### config.mk
export PLATFORM = sky130hd
export DESIGN_NAME = ip_field_rep_rate_flat
export DESIGN_NICKNAME = d
export VERILOG_FILES = /design/src/rtl/ip_field_rep_rate_if.sv /design/src/rtl/ip_field_rep_rate.sv /design/src/flat_wrapper.sv
export SDC_FILE = /design/constraint.sdc
export NUM_CORES = 1
export LEC_CHECK = 0
export CORE_MARGIN = 3
export CORE_UTILIZATION = 45
export DETAILED_ROUTE_END_ITERATION = 12
export PLACE_DENSITY_LB_ADDON = 0.2
export SKIP_LAST_GASP = 1
export SYNTH_ARGS = -nofsm -noshare
export SYNTH_HDL_FRONTEND = slang
export SYNTH_SLANG_ARGS = --single-unit
### constraint.sdc
create_clock -name sys_clk -period 11.8 [get_ports sys_clk]
set_clock_uncertainty 0.1 [all_clocks]
set_input_delay 1.77 -clock sys_clk [delete_from_list [all_inputs] [get_ports sys_clk]]
set_output_delay 1.77 -clock sys_clk [all_outputs]
set_load 0.1 [all_outputs]
### src/rtl/ip_field_rep_rate_if.sv
// Sample-stream / result bundle between the field extractor, the estimator and its consumers.
interface ip_field_rep_rate_if #(
  parameter int N_BITS      = 16,
  parameter int WINDOW_LOG2 = 10
);
  logic                   clear;
  logic                   valid;
  logic [N_BITS-1:0]      field;
  logic [WINDOW_LOG2:0]   rep_rate;
  logic                   ready;

  modport master (output clear, valid, field, input rep_rate, ready);
  modport slave  (input clear, valid, field, output rep_rate, ready);
endinterface

### src/rtl/ip_field_rep_rate.sv
// Per-frame repeat counter for one header field against a DEPTH-entry history of recent samples.
// Optional SEACCOW_REP_EXCL_ZERO_EN: zero samples never hit and never enter history.
module ip_field_rep_rate #(
  parameter int N_BITS      = 16,
  parameter int DEPTH       = 8,
  parameter int WINDOW_LOG2 = 10
) (
  input  logic             sys_clk,
  input  logic             reset,
  ip_field_rep_rate_if.slave bus
);
  localparam int W_ACC = WINDOW_LOG2 + 1;

  logic [DEPTH-1:0]             r_occ;
  logic [DEPTH-1:0][N_BITS-1:0] r_hist;
  logic [WINDOW_LOG2-1:0]       r_cnt;
  logic                         r_accept_q;
  logic                         r_hit_q;
  logic                         r_last_q;
  logic [W_ACC-1:0]             r_acc;
  logic [W_ACC-1:0]             r_rep_rate;
  logic [W_ACC-1:0]             r_rep_prev;
  logic                         r_ready;

  logic [DEPTH-1:0] w_match;
  logic             w_zero;
  logic             w_accept;
  logic             w_shift;
  logic             w_hit;
  logic             w_inc;

  for (genvar g = 0; g < DEPTH; g++) begin : g_cmp
    assign w_match[g] = r_occ[g] && (r_hist[g] == bus.field);
  end

`ifdef SEACCOW_REP_EXCL_ZERO_EN
  assign w_zero = (bus.field == '0);
`else
  assign w_zero = 1'b0;
`endif

  assign w_accept = bus.valid & ~bus.clear;
  assign w_shift  = w_accept & ~w_zero;
  assign w_hit    = w_shift & (|w_match);
  assign w_inc    = r_accept_q & r_hit_q;

  always_ff @(posedge sys_clk) begin
    if (reset || bus.clear) begin
      r_occ <= '0;
    end else if (w_shift) begin
      for (int i = DEPTH - 1; i > 0; i--) r_occ[i] <= r_occ[i-1];
      r_occ[0] <= 1'b1;
    end
  end

  // Values need no reset: the occupied bits alone decide whether an entry can match.
  always_ff @(posedge sys_clk) begin
    if (w_shift) begin
      for (int i = DEPTH - 1; i > 0; i--) r_hist[i] <= r_hist[i-1];
      r_hist[0] <= bus.field;
    end
  end

  always_ff @(posedge sys_clk) begin
    if (reset || bus.clear) begin
      r_cnt      <= '0;
      r_accept_q <= 1'b0;
      r_hit_q    <= 1'b0;
      r_last_q   <= 1'b0;
    end else begin
      r_accept_q <= w_accept;
      r_hit_q    <= w_hit;
      r_last_q   <= w_accept & (&r_cnt);
      if (w_accept) r_cnt <= r_cnt + WINDOW_LOG2'(1);
    end
  end

  // r_rep_prev lets a clear that lands on the pulse cycle withdraw the update it hides.
  always_ff @(posedge sys_clk) begin
    if (reset) begin
      r_acc      <= '0;
      r_rep_rate <= '0;
      r_rep_prev <= '0;
      r_ready    <= 1'b0;
    end else if (bus.clear) begin
      r_acc   <= '0;
      r_ready <= 1'b0;
      if (r_ready) r_rep_rate <= r_rep_prev;
    end else begin
      r_ready <= r_last_q;
      if (r_last_q) begin
        r_rep_prev <= r_rep_rate;
        r_rep_rate <= r_acc + W_ACC'(w_inc);
        r_acc      <= '0;
      end else begin
        r_acc <= r_acc + W_ACC'(w_inc);
      end
    end
  end

  assign bus.ready    = r_ready & ~bus.clear;
  assign bus.rep_rate = (r_ready & bus.clear) ? r_rep_prev : r_rep_rate;
endmodule

### src/flat_wrapper.sv
// flat-port wrapper written by rule: the top's interface ports become plain ports
module ip_field_rep_rate_flat 
#(
  parameter int N_BITS      = 16,
  parameter int DEPTH       = 8,
  parameter int WINDOW_LOG2 = 10
)
  (sys_clk, reset, bus_clear, bus_valid, bus_field, bus_rep_rate, bus_ready);
  ip_field_rep_rate_if #(.N_BITS(N_BITS), .WINDOW_LOG2(WINDOW_LOG2)) bus_i ();
  input  logic sys_clk;
  input  logic reset;
  input wire logic [$bits(bus_i.clear)-1:0] bus_clear;
  input wire logic [$bits(bus_i.valid)-1:0] bus_valid;
  input wire logic [$bits(bus_i.field)-1:0] bus_field;
  output wire logic [$bits(bus_i.rep_rate)-1:0] bus_rep_rate;
  output wire logic [$bits(bus_i.ready)-1:0] bus_ready;
  assign bus_i.clear = bus_clear;
  assign bus_i.valid = bus_valid;
  assign bus_i.field = bus_field;
  assign bus_rep_rate = bus_i.rep_rate;
  assign bus_ready = bus_i.ready;
  ip_field_rep_rate #(.N_BITS(N_BITS), .DEPTH(DEPTH), .WINDOW_LOG2(WINDOW_LOG2)) u_core (.sys_clk(sys_clk), .reset(reset), .bus(bus_i));
endmodule
==> results of run 1 <==
-- through the flow --
stage | utilization [%] | power [mW] | worst slack (ps) | instance area [sq um]
2_1_floorplan | - | 0.779 | 2920 | 7580
3_3_place_gp | 49.8 | 0.798 | 5200 | 8050
3_5_place_dp | 49.8 | 0.800 | 5190 | 8050
4_1_cts | 53.4 | 1.36 | 5150 | 8640
5_1_grt | 53.4 | 1.39 | 5020 | 8640
6_report | 53.4 | 1.35 | 5160 | 8640
-- worst register-to-register path: cells and delay by family (launching register included) --
kind / cells / cell delay [ps]
AOI/OAI and AO/OA: 1 / 360
and+or+nand+nor: 3 / 1140
DFF: 1 / 400
-- area by class of cell --
| type | instances | area share, % |
|---|---|---|
| clock inverter | 15 | 1.88 |
| inverter | 2 | 0.0869 |
| sequential | 183 | 57.2 |
| multi-input combinational | 357 | 28.9 |
| tap | 216 | 3.13 |
| timing repair buffer | 34 | 3.85 |
| clock buffer | 17 | 4.92 |
-- power by group through the flow --
| stage | combinational, mW | clock (mW) | sequential, mW |
|---|---|---|---|
| 6_report | 0.0669 | 0.563 | 0.716 |
| 5_1_grt | 0.0743 | 0.601 | 0.718 |
| 4_1_cts | 0.0692 | 0.576 | 0.716 |
| 3_5_place_dp | 0.0689 | 0 | 0.731 |
| 3_3_place_gp | 0.0682 | 0 | 0.729 |
| 2_1_floorplan | 0.0473 | 0 | 0.732 |
-- routing by layer --
metal	vias up	wire length (microns)	track usage [%]
met5	-	0	0
met2	58	7040	27.1
met3	16	416	3.60
met4	0	241	6.05
met1	2120	6020	20.1
li1	2061	-	-
-- sequential cells by signal, indices dropped and copies added (netlist names) --
signal,count
u_core.r_accept_q,1
u_core.r_cnt,10
u_core.r_hist,128
u_core.r_occ,8
u_core.r_ready,1
u_core.r_last_q,1
u_core.r_hit_q,1
u_core.r_rep_prev,11
u_core.r_acc,11
u_core.r_rep_rate,11
-- path summary, 6_finish.rpt --
path / start / endpoint / slack, ps / depth (start not counted)
max: bus_clear / bus_rep_rate[10] / 5160 / 4
min: u_core.r_rep_prev[6] / u_core.r_rep_prev[6] / 360 / 2
max reg2reg: u_core.r_ready / u_core.r_rep_rate[10] / 9680 / 4
min reg2reg: u_core.r_rep_prev[6] / u_core.r_rep_prev[6] / 360 / 2
-- cell families (layout without fill, tap and decap cells) --
| logic type | after synthesis | count (layout) | share of synthesized area, % |
|---|---|---|---|
| adders and majority gates | 3 | 3 | 0.495 |
| AOI/OAI and AO/OA | 28 | 28 | 2.61 |
| muxes | 19 | 19 | 2.66 |
| buffers and inverters | 32 | 68 | 1.88 |
| xor gates and xnor gates | 146 | 146 | 16.9 |
| and+or+nand+nor | 161 | 161 | 10.2 |
| DFF | 183 | 183 | 65.2 |
-- cells in the final DEF (no fill, tap or decap), drive strengths merged --
cell	instances
or2	1
xor2	132
clkinv	6
a21o	1
xnor2	14
a31oi	2
mux2i	10
buf	3
nand4	12
or3	1
a21oi	11
nand2b	1
nor4	24
o22ai	4
and2	1
and4	3
edfxtp	128
inv	9
nor2	47
ha	3
nor2b	7
clkdlybuf4s50	31
o41a	1
clkinvlp	1
clkbuf	17
and3	2
a211oi	2
a2111oi	7
dfxtp	55
nand2	43
mux2	9
nor3	8
bufinv	1
nand3	11
==> metrics list, run 1 <==
- Kind of launch point of the worst setup path: input pin
* Clk buf depth: 2
* Final cell count without fillers: 824
- Counting every net in the synthesized netlist gives 595.
* Clock H-tree levels: 4
- Port buffering added 31 buffers.
- Internal power comes to 1.03 mW.
- Die Area: 18400 sq um
- Global routing used 16.0% of the available tracks across all layers.
* FMAX: 151 MHz
- The final layout contains routed wiring with a total length of 13700 microns.
- For the pin with the worst max-slew slack, the measured transition is 1040 ps.
- Max-cap violations in this run came to 0.
- Critical Path RT: 9930 ps
- Data arrives at the worst endpoint at 4770 ps.
- The clock network accounts for 41.8% of the total power.
- DR pass1 iterations: 7
* HP Class: reg2reg
- The root buffer cell chosen for the clock tree is clkbuf_16.
- For this run, the leading register cell type out of synthesis is edfxtp_1.
- Unrepaired setup endpoints after global routing: no
- Number of flip-flops and latches in the synthesized netlist: 183
- The largest individual stage delay along the critical path comes from the cell clkdlybuf4s50_1.
- On the final layout, the worst hold slack is 358 ps.
- Count of cell types in the netlist: 35
- Mean area per synthesized cell: 13.2 sq um
* Number of instances resized during post-cts repair: 0
- Number of hold violations in the final report: 0
- Fill cells: 1377
- Ordered list of cells on the worst path: clkdlybuf4s50_1 > nand2_1 > mux2_2 > clkdlybuf4s50_1
- Once the floorplan was initialized, standard cells occupied 46.9% of the core.
- Net switching share of the total power: 23.4%
- Power density over the cells: 156 nW/um^2
- Yosys printed 0 warnings.
* DRC violation count after routing: 0
- Number of antenna violations at the first check in global routing: 0
- Of the available clock period, the critical path in the final layout requires 56.3%.
- The clock reaches the later pin of the worst-skew pair after 430 ps.
- Of the cells placed in the final design, the portion with a size suffix greater than 1 is 8.06%.
- The die is 136 microns tall.
- Entering global routing, the biggest net connects 83 pins.
* Synth top cells by count: xor2_1, edfxtp_1, dfxtp_1
* Total area of multi-input combinational cells: 2500 sq um
- Relative to the synthesized area, the layout overhead comes to 14.0%.
- After clock tree synthesis, the clock-pin slew on the worst setup and hold paths is 70 ps.
- IR analysis of the VDD net gives a maximum drop of 98.8 uV.
- Buffers inserted during clock tree synthesis total 17.
- The critical path in this run is classified as in2out.
* Netlist area before placement: 7580 sq um
- Headroom to the max-slew limit came out at 30.7%.
- P_sw: 0.315 mW
* Leakage component of the power: 2.99 nW
- Async set-or-reset flop fraction in the synthesized netlist: 0%
- The core region is 16200 sq um.
- Cell count after synthesis: 572
- Counting flops with a built-in enable in the synthesized netlist gives 128.
* Seq pwr share: 53.2%
* Final layout net count: 618
- The detailed router finished its first iteration with 265 violations.
* Buffering stage count on the worst path with inverters included: 2
- Crit path top cell by count: clkdlybuf4s50_1
* Average wire per standard cell: 16.6 microns
- After synthesis, flip-flops and latches occupy 65.2% of the total area.
* Tmin final: 6640 ps
- In the post-synthesis netlist, the cell with the most instances is xor2_1.
* Top cell type's share of synthesized area: 50.7%
- Combined flip-flop and latch cell area: 4940 sq um
- Number of diodes: 0
* Total negative slack for setup checks: 0 ps
* Antenna Violating Nets Remaining: 0
- STA classifies the critical path endpoint as an output port.
* Post-CTS Repair Setup Buffers: 0
- Largest area contributor in the synthesized netlist: edfxtp_1
- Max Slew Vio Count: 0
- Summed over all nets, the half-perimeter wirelength after detailed placement is 9540 microns.
- Routability congestion estimate: 0.761
- The clock net in this run drives a total of 183 sinks.
- Along the worst path, the maximum fanout reaches 21.
* Width of the chip: 136 microns
- Among cell families on the critical path, the largest total delay comes from buffers and inverters.
- Number of setup violations in the final report: 0
- Run status: completed
- Combinational power share: 5.0%
- Top-Level Pins: 32
- Global routing finished with a remaining overflow of 0.
* Cell count after placement: 792
- In the post-synthesis netlist, the biggest area contributors are edfxtp_1, xor2_1, dfxtp_1, nor2_1, nand2_1.
- Number of global-route vias before repair: 4367
* Count of hold buffers inserted by post-cts repair: 0
- Drt via density: 5.16
- First-pass GRT wire length: 22400 microns
- Number of core rows: 46
- On the worst path, the slowest cell contributes a delay of 1120 ps.
* TritonCTS clock tree: yes
- Summing over every cut layer, the via total after detailed routing is 4255.
(Power assumes the default switching activity.)
==> inputs of run 2 (changes only) <==
==> constraint.sdc (replaced) <==
create_clock -name sys_clk -period 5.7 [get_ports sys_clk]
set_clock_uncertainty 0.1 [all_clocks]
set_input_delay 0.855 -clock sys_clk [delete_from_list [all_inputs] [get_ports sys_clk]]
set_output_delay 0.855 -clock sys_clk [all_outputs]
set_load 0.1 [all_outputs]
==> run 2 against run 1 <==
  * Critical path depth unchanged
  * Sequential share of layout area is 0.47 points higher
  * Wire length decreased by 0.83%
  * Clock power is 90% higher
  * Sequential cell count unchanged
  * Combinational power up 110%
  * Highest routed layer unchanged
  * Hold slack gained 1.4 ps
  * Setup slack lost 3500 ps
  * First-iteration DRC count rose by 9.1%
==> metrics list, run 2 (same netlist as run 1, synthesis figures left out) <==
- The run finished with clean final reports.
- DR pass1 iterations: 4 (-3)
- After layout, the minimum clock period comes to 3990 ps.
* Tcrit/Tclk final: 70.1%
* P_sw: 0.615 mW (+95%)
- Crit Path Category: in2out
* Clk buf depth: 2 (unchanged)
- Post-CTS clock slew at the launch and capture registers of the worst setup and hold paths: 70 ps (about the same)
- The number of vias per cell after detailed routing came to 5.13 (-0.73%).
- The pin count of the biggest net entering global routing is 52 (-37%).
- The depth of the worst register-to-register path was 4 (unchanged).
* Final cell utilization of the core: 53.0% (-0.43 points)
- Number of setup violations in the final report: 0 (unchanged)
* Max transition margin: 9.64% (-21 points)
- The remaining design rule violation count is 0 (unchanged).
- Top-Level Pins: 32 (unchanged)
* Width of the chip: 136 microns (unchanged)
- The total count of max-transition violations in the final report came to 0 (unchanged).
- Area added between synthesis and finish: 13.1%
* Most frequent cells in the layout: xor2_1, edfxtp_1, dfxtp_1
- Start point of the worst hold path: u_core.r_rep_rate[1]
- Count of hold buffers inserted by post-cts repair: 0 (unchanged)
- Number of instances resized during post-cts repair: 0 (unchanged)
- The number of buffers inserted by post-CTS setup repair came to 0 (unchanged).
* Max reg flops: 128 (unchanged)
- The antenna violation net count after detailed routing is 0 (unchanged).
- Critical Path RT: 4740 ps (-5190 ps)
- Unrepaired setup endpoints after global routing: no
- Crit Reg-Reg Startpoint: u_core.r_ready
- The worst ir drop on vdd is 246 uV (+150%).
- HP Class: reg2reg
* Number of antenna violations at the first check in global routing: 0 (unchanged)
- Kind of capture point of the worst setup path: output port
- Number of global-route vias before repair: 4278 (-2.0%)
* Leakage component of the power: 2.98 nW (-0.29%)
* Cts bufs inserted: 17 (unchanged)
* Standard cell with the maximum stage delay on the critical path: clkdlybuf4s50_1
- Root Buffer Master: clkbuf_16
* MaxCap Viol Count: 0 (unchanged)
- The biggest fanout along the worst timing path was 21 (unchanged).
- For this run, the top clock speed supported by timing is 250 MHz.
* Arrival time at the worst endpoint: 3040 ps (-1730 ps)
- Overall track demand over capacity in global routing: 16.0% (about the same)
- Post-detailed-routing wire length: 13600 microns (-0.83%)
- The proportion of power drawn by the clock network came to 39.6% (-2.2 points).
* Power density over the cells: 314 nW/um^2 (+100%)
- Total number of vias: 4219 (-0.85%)
- Drt first-iter violations: 289 (+9.1%)
* First-pass GRT wire length: 22100 microns (-1.2%)
- The H-tree depth is 4 (unchanged).
- The number of clock sinks is 183 (unchanged).
* Proportion of layout cells with a drive suffix above 1: 8.90% (+0.84 points)
- Cell internal power dissipation: 2.07 mW (+100%)
- Number of diodes: 0 (unchanged)
* Input/output buffers: 31 (unchanged)
* Number of stages on the worst hold path: 2 (unchanged)
- Register ranked first by flip-flop count: u_core.r_hist
- The total number of placement rows came to 46 (unchanged).
- The setup TNS came to 0 ps (unchanged).
- Routability congestion estimate: 0.789 (+3.8%)
- The number of hold violations in the final report came to 0 (unchanged).
- Clock latency at the later pin of the worst-skew pair: 430 ps (about the same)
* Initial Util: 46.9% (unchanged)
- The final global-route overflow total came to 0 (unchanged).
- Largest stage delay on the critical path: 840 ps (-280 ps)
* TritonCTS clock tree: yes
* Height of the die: 136 microns (unchanged)
- Net switching share of the total power: 22.9% (-0.53 points)
* Register-to-register setup slack: 3580 ps (-6100 ps)
* Hold endpoint: u_core.r_rep_prev[1]
- Seq pwr share: 55.1% (+1.9 points)
- Combinational power share: 5.2% (+0.2 points)
* R2r endpoint: u_core.r_rep_rate[4]
- The worst setup path is launched from an input pin.
- Average wire per standard cell: 16.5 microns (-0.71%)
- Hpwl dp: 9490 microns (-0.57%)
- The core region area was 16200 sq um (unchanged).
- The number of nets in the layout was 617 (-0.16%).
* Worst Tran Pin Value: 1350 ps (+313 ps)
- Leaving out fill and tap cells, the most frequent cell in the layout is xor2_1.
* Ordered list of cells on the worst path: clkdlybuf4s50_1 > nand2_1 > mux2_2 > buf_4
* Die Area: 18400 sq um (unchanged)
-- run 2: cell types whose count changed in the layout (fill, tap and decap cells not counted), sizes merged --
cell           change
buf               +10
bufinv             -1
clkdlybuf4s50     -11
clkinv             +2
clkinvlp           +1
inv                -2
-- run 2: routing by layer --
metal,part of all wire [%],GRT usage [%],vias up
li1,-,-,2060
met1,44,20.4,2084
met2,51,26.8,64
met3,3.7,4.38,11
met4,1.3,4.87,0
met5,0,0,-
-- run 2: power groups by stage --
stage | clock, mW | sequential (mW) | combinational, mW
floorplan | 0 | 1.51 | 0.0981
global placement | 0 | 1.51 | 0.143
detailed placement | 0 | 1.51 | 0.145
CTS | 1.09 | 1.48 | 0.146
global route | 1.15 | 1.49 | 0.156
finish | 1.07 | 1.48 | 0.141
-- run 2: layout make-up --
cell class	instances	area, sq um
clock buffers	17	425
clock inverters	15	103
fillers	1367	7600
inverters	2	7.51
multi-input cells	357	2500
flip-flops and latches	183	4940
well taps	216	270
repair buffers	33	323
-- run 2: worst max-delay path, delay by kind of cell --
| family | cells | cell delay, ps |
|---|---|---|
| mux | 1 | 480 |
| buf+inv | 2 | 1070 |
| simple gates | 1 | 620 |
-- run 2: metrics by stage --
stage                     cells  instance area (sq um)  setup WS, ps  total power [mW]  hold WS, ps
after floorplan             572                   7580           400              1.61          337
after global placement      791                   8040          1770              1.65          342
after detailed placement    791                   8040          1730              1.66          350
after CTS                   823                   8570          1720              2.72          361
after global routing        823                   8570          1590              2.79          374
final                       823                   8570          1710              2.69          360
-- run 2: worst max-delay path by stage --
stage | startpoint | endpoint | slack (ps) | cells past startpoint
floorplan | bus_valid | u_core.r_cnt[9] | 400 | 5
global placement | bus_clear | bus_rep_rate[1] | 1770 | 4
detailed placement | bus_clear | bus_rep_rate[1] | 1730 | 4
CTS | bus_clear | bus_rep_rate[1] | 1720 | 4
global route | bus_clear | bus_rep_rate[1] | 1590 | 4
finish | bus_clear | bus_rep_rate[1] | 1710 | 4
==> inputs of run 3 (changes only) <==
==> constraint.sdc (replaced) <==
create_clock -name sys_clk -period 3.5 [get_ports sys_clk]
set_clock_uncertainty 0.1 [all_clocks]
set_input_delay 0.525 -clock sys_clk [delete_from_list [all_inputs] [get_ports sys_clk]]
set_output_delay 0.525 -clock sys_clk [all_outputs]
set_load 0.1 [all_outputs]
==> run 3 against run 2 <==
  * Non-clock buffer count increased by 5
  * Cell count increased by 0.61%
  * Sequential power increased by 64%
  * Core utilization increased by 1.3 points
  * Global-route usage increased by 0.41 points
  * First-iteration DRC count decreased by 2.4%
  * Via count increased by 2.1%
  * Setup slack got worse by 830 ps
  * Sequential cell count unchanged
  * Largest cell class unchanged
  * Largest power group unchanged
==> metrics list, run 3 (same netlist as run 1, synthesis figures left out) <==
- Seq pwr share: 53.6% (-1.5 points)
- Number of core rows: 46 (unchanged)
- Worst slack at placement: 737 ps (-997 ps)
* Antenna Violating Nets Remaining: 0 (unchanged)
* Routability congestion estimate: 0.872 (+11%)
- The actual transition at the worst max-transition pin was 679 ps (-674 ps).
- The leakage power figure came to 3.07 nW (+3.2%).
* Clk buf depth: 2 (unchanged)
- Cts bufs inserted: 17 (unchanged)
- Root Buffer Master: clkbuf_16
- Among the stages of the critical path, the cell type that occurs most often is nand2_1.
- Count of hold buffers inserted by post-cts repair: 0 (unchanged)
- The count of buffers inserted at the top-level ports is 31 (unchanged).
* Arrival time at the worst endpoint: 2000 ps (-1040 ps)
* Register-to-register setup slack: 1430 ps (-2150 ps)
* MaxCap Viol Count: 0 (unchanged)
* Total number of vias: 4308 (+2.1%)
* Placeable core region: 16200 sq um (unchanged)
- Number of hold violations in the final report: 0 (unchanged)
- Post-detailed-routing wire length: 14200 microns (+4.4%)
* Tcrit/Tclk final: 74.9%
* Kind of launch point of the worst setup path: input pin
- Number of global-route vias before repair: 4290 (+0.28%)
* Combined flip-flop and latch cell area: 4940 sq um (unchanged)
- Total negative slack for setup checks: 0 ps (unchanged)
* Average wire per standard cell: 17.1 microns (+3.7%)
- The power per cell area came to 513 nW/um^2 (+64%).
- Combinational power share: 5.2% (about the same)
- Final layout net count: 622 (+0.81%)
* Net switching share of the total power: 21.0% (-1.8 points)
* Drt via density: 5.20 (+1.5%)
- The die height came to 136 microns (unchanged).
* Drt first-iter violations: 282 (-2.4%)
- Overall track demand over capacity in global routing: 16.4% (+0.41 points)
- The critical path is of the in2out type.
- The area occupied by multi-input gates was 2500 sq um (unchanged).
- The setup slack after layout was 878 ps (-829 ps).
- The remaining design rule violation count came to 0 (unchanged).
- Largest stage delay on the critical path: 440 ps (-400 ps)
- Cell internal power dissipation: 3.56 mW (+72%)
* Number of instances resized during post-cts repair: 0 (unchanged)
- The diode insertion count for antenna repair came to 0 (unchanged).
* Total overflow reported by the global router: 0 (unchanged)
- The placed instance count was 796 (+0.63%).
* Most common library cell in the layout ignoring fill and taps: xor2_1
- The pin count of the biggest net entering global routing is 129 (+150%).
* Max rail drop VDD: 378 uV (+53%)
- Kind of capture point of the worst setup path: output port
- The die outline area came to 18400 sq um (unchanged).
- Hpwl dp: 10000 microns (+5.4%)
- Area added between synthesis and finish: 16.0%
- Fill cells: 1336 (-2.3%)
- The layout cell share with drive strength beyond 1 was 9.97% (+1.1 points).
* Register ranked first by flip-flop count: u_core.r_hist
- In this run the worst hold path is classified as reg2reg.
- Initial Util: 46.9% (unchanged)
- Unrepaired setup endpoints after global routing: no
- Number of setup violations in the final report: 0 (unchanged)
- The flow ran to the end, and the final reports show no timing, DRC or antenna violations.
* Ordered list of cells on the worst path: clkdlybuf4s50_1 > nand2_1 > buf_4 > nand2_1 > nand2_1 > buf_12
- The clock insertion delay at the later pin of the skew report is 430 ps (about the same).
- Top-Level Pins: 32 (unchanged)
* Power share of the clock group: 41.2% (+1.6 points)
* Power after layout: 4.51 mW (+68%)
- The total count of max-transition violations in the final report is 0 (unchanged).
- The smallest clock period supported by the final layout is computed as 2620 ps.
* Clock H-tree levels: 4 (unchanged)
- DR pass1 iterations: 7 (+3)
- The clock-pin transition on the worst setup and hold timing paths is 60 ps (about the same).
* Most frequent cells in the layout: xor2_1, edfxtp_1, dfxtp_1
- The global-route wire length before repair was 22800 microns (+3.2%).
- Max reg flops: 128 (unchanged)
- FMAX: 381 MHz
- Number of antenna violations at the first check in global routing: 0 (unchanged)
* Critical Path RT: 2870 ps (-1870 ps)
- The biggest fanout along the worst timing path came to 15 (-29%).
- Standard cell with the maximum stage delay on the critical path: nand2_1
- The net switching power was 0.948 mW (+54%).
- The number of buffers inserted by post-CTS setup repair came to 0 (unchanged).
* Final cell count without fillers: 828 (+0.61%)
- TritonCTS clock tree: yes
- Max transition margin: 54.7% (+45 points)
* Clock sink count: 183 (unchanged)
- Width of the chip: 136 microns (unchanged)
-- run 3: cell count changes in the layout (fill, tap and decap cells not counted), sizes merged --
cell and delta:
buf +6, bufinv +1, clkbuf +7, clkdlybuf4s50 -1
clkinv -4, clkinvlp -2, inv -2
-- run 3: metal layers --
layer,up-vias,wire length [microns],GRT usage [%]
met5,-,0,0
met1,2139,6590,23.0
met3,18,710,4.01
met4,0,219,5.94
met2,83,6680,25.0
li1,2068,-,-
-- run 3: layout make-up --
cell class | instances | area share, %
sequential | 183 | 56.3
multi-input combinational | 357 | 28.4
clock buffer | 24 | 5.84
timing repair buffer | 38 | 5.50
tap | 216 | 3.08
clock inverter | 8 | 0.812
inverter | 2 | 0.0854
-- run 3: worst max-delay path, delay by kind of cell --
| family | cells | cell delay [ps] |
|---|---|---|
| buffers and inverters | 3 | 850 |
| AND/OR/NAND/NOR | 3 | 610 |
-- run 3: per-stage QoR --
step	cell area, sq um	hold WS [ps]	utilization, %
after floorplan	7590	337	-
after global placement	8200	344	50.7
after detailed placement	8200	354	50.7
after CTS	8790	365	54.3
after global routing	8790	373	54.3
final	8790	360	54.3
-- run 3: power by group through the flow --
stage / Sequential (mW) / Combinational [mW] / Clock [mW]
after floorplan: 2.46 / 0.160 / 0
final: 2.42 / 0.236 / 1.86
after global placement: 2.46 / 0.238 / 0
after CTS: 2.42 / 0.240 / 1.89
after detailed placement: 2.46 / 0.238 / 0
after global routing: 2.42 / 0.258 / 1.99
-- run 3: path summary, 6_finish.rpt --
path	cells past startpoint	to	from
hold reg to reg	2	u_core.r_rep_prev[2]	u_core.r_rep_prev[2]
setup / recovery	6	bus_rep_rate[2]	bus_clear
setup reg to reg	4	u_core.r_rep_rate[5]	u_core.r_ready
hold / removal	2	u_core.r_rep_prev[2]	u_core.r_rep_prev[2]
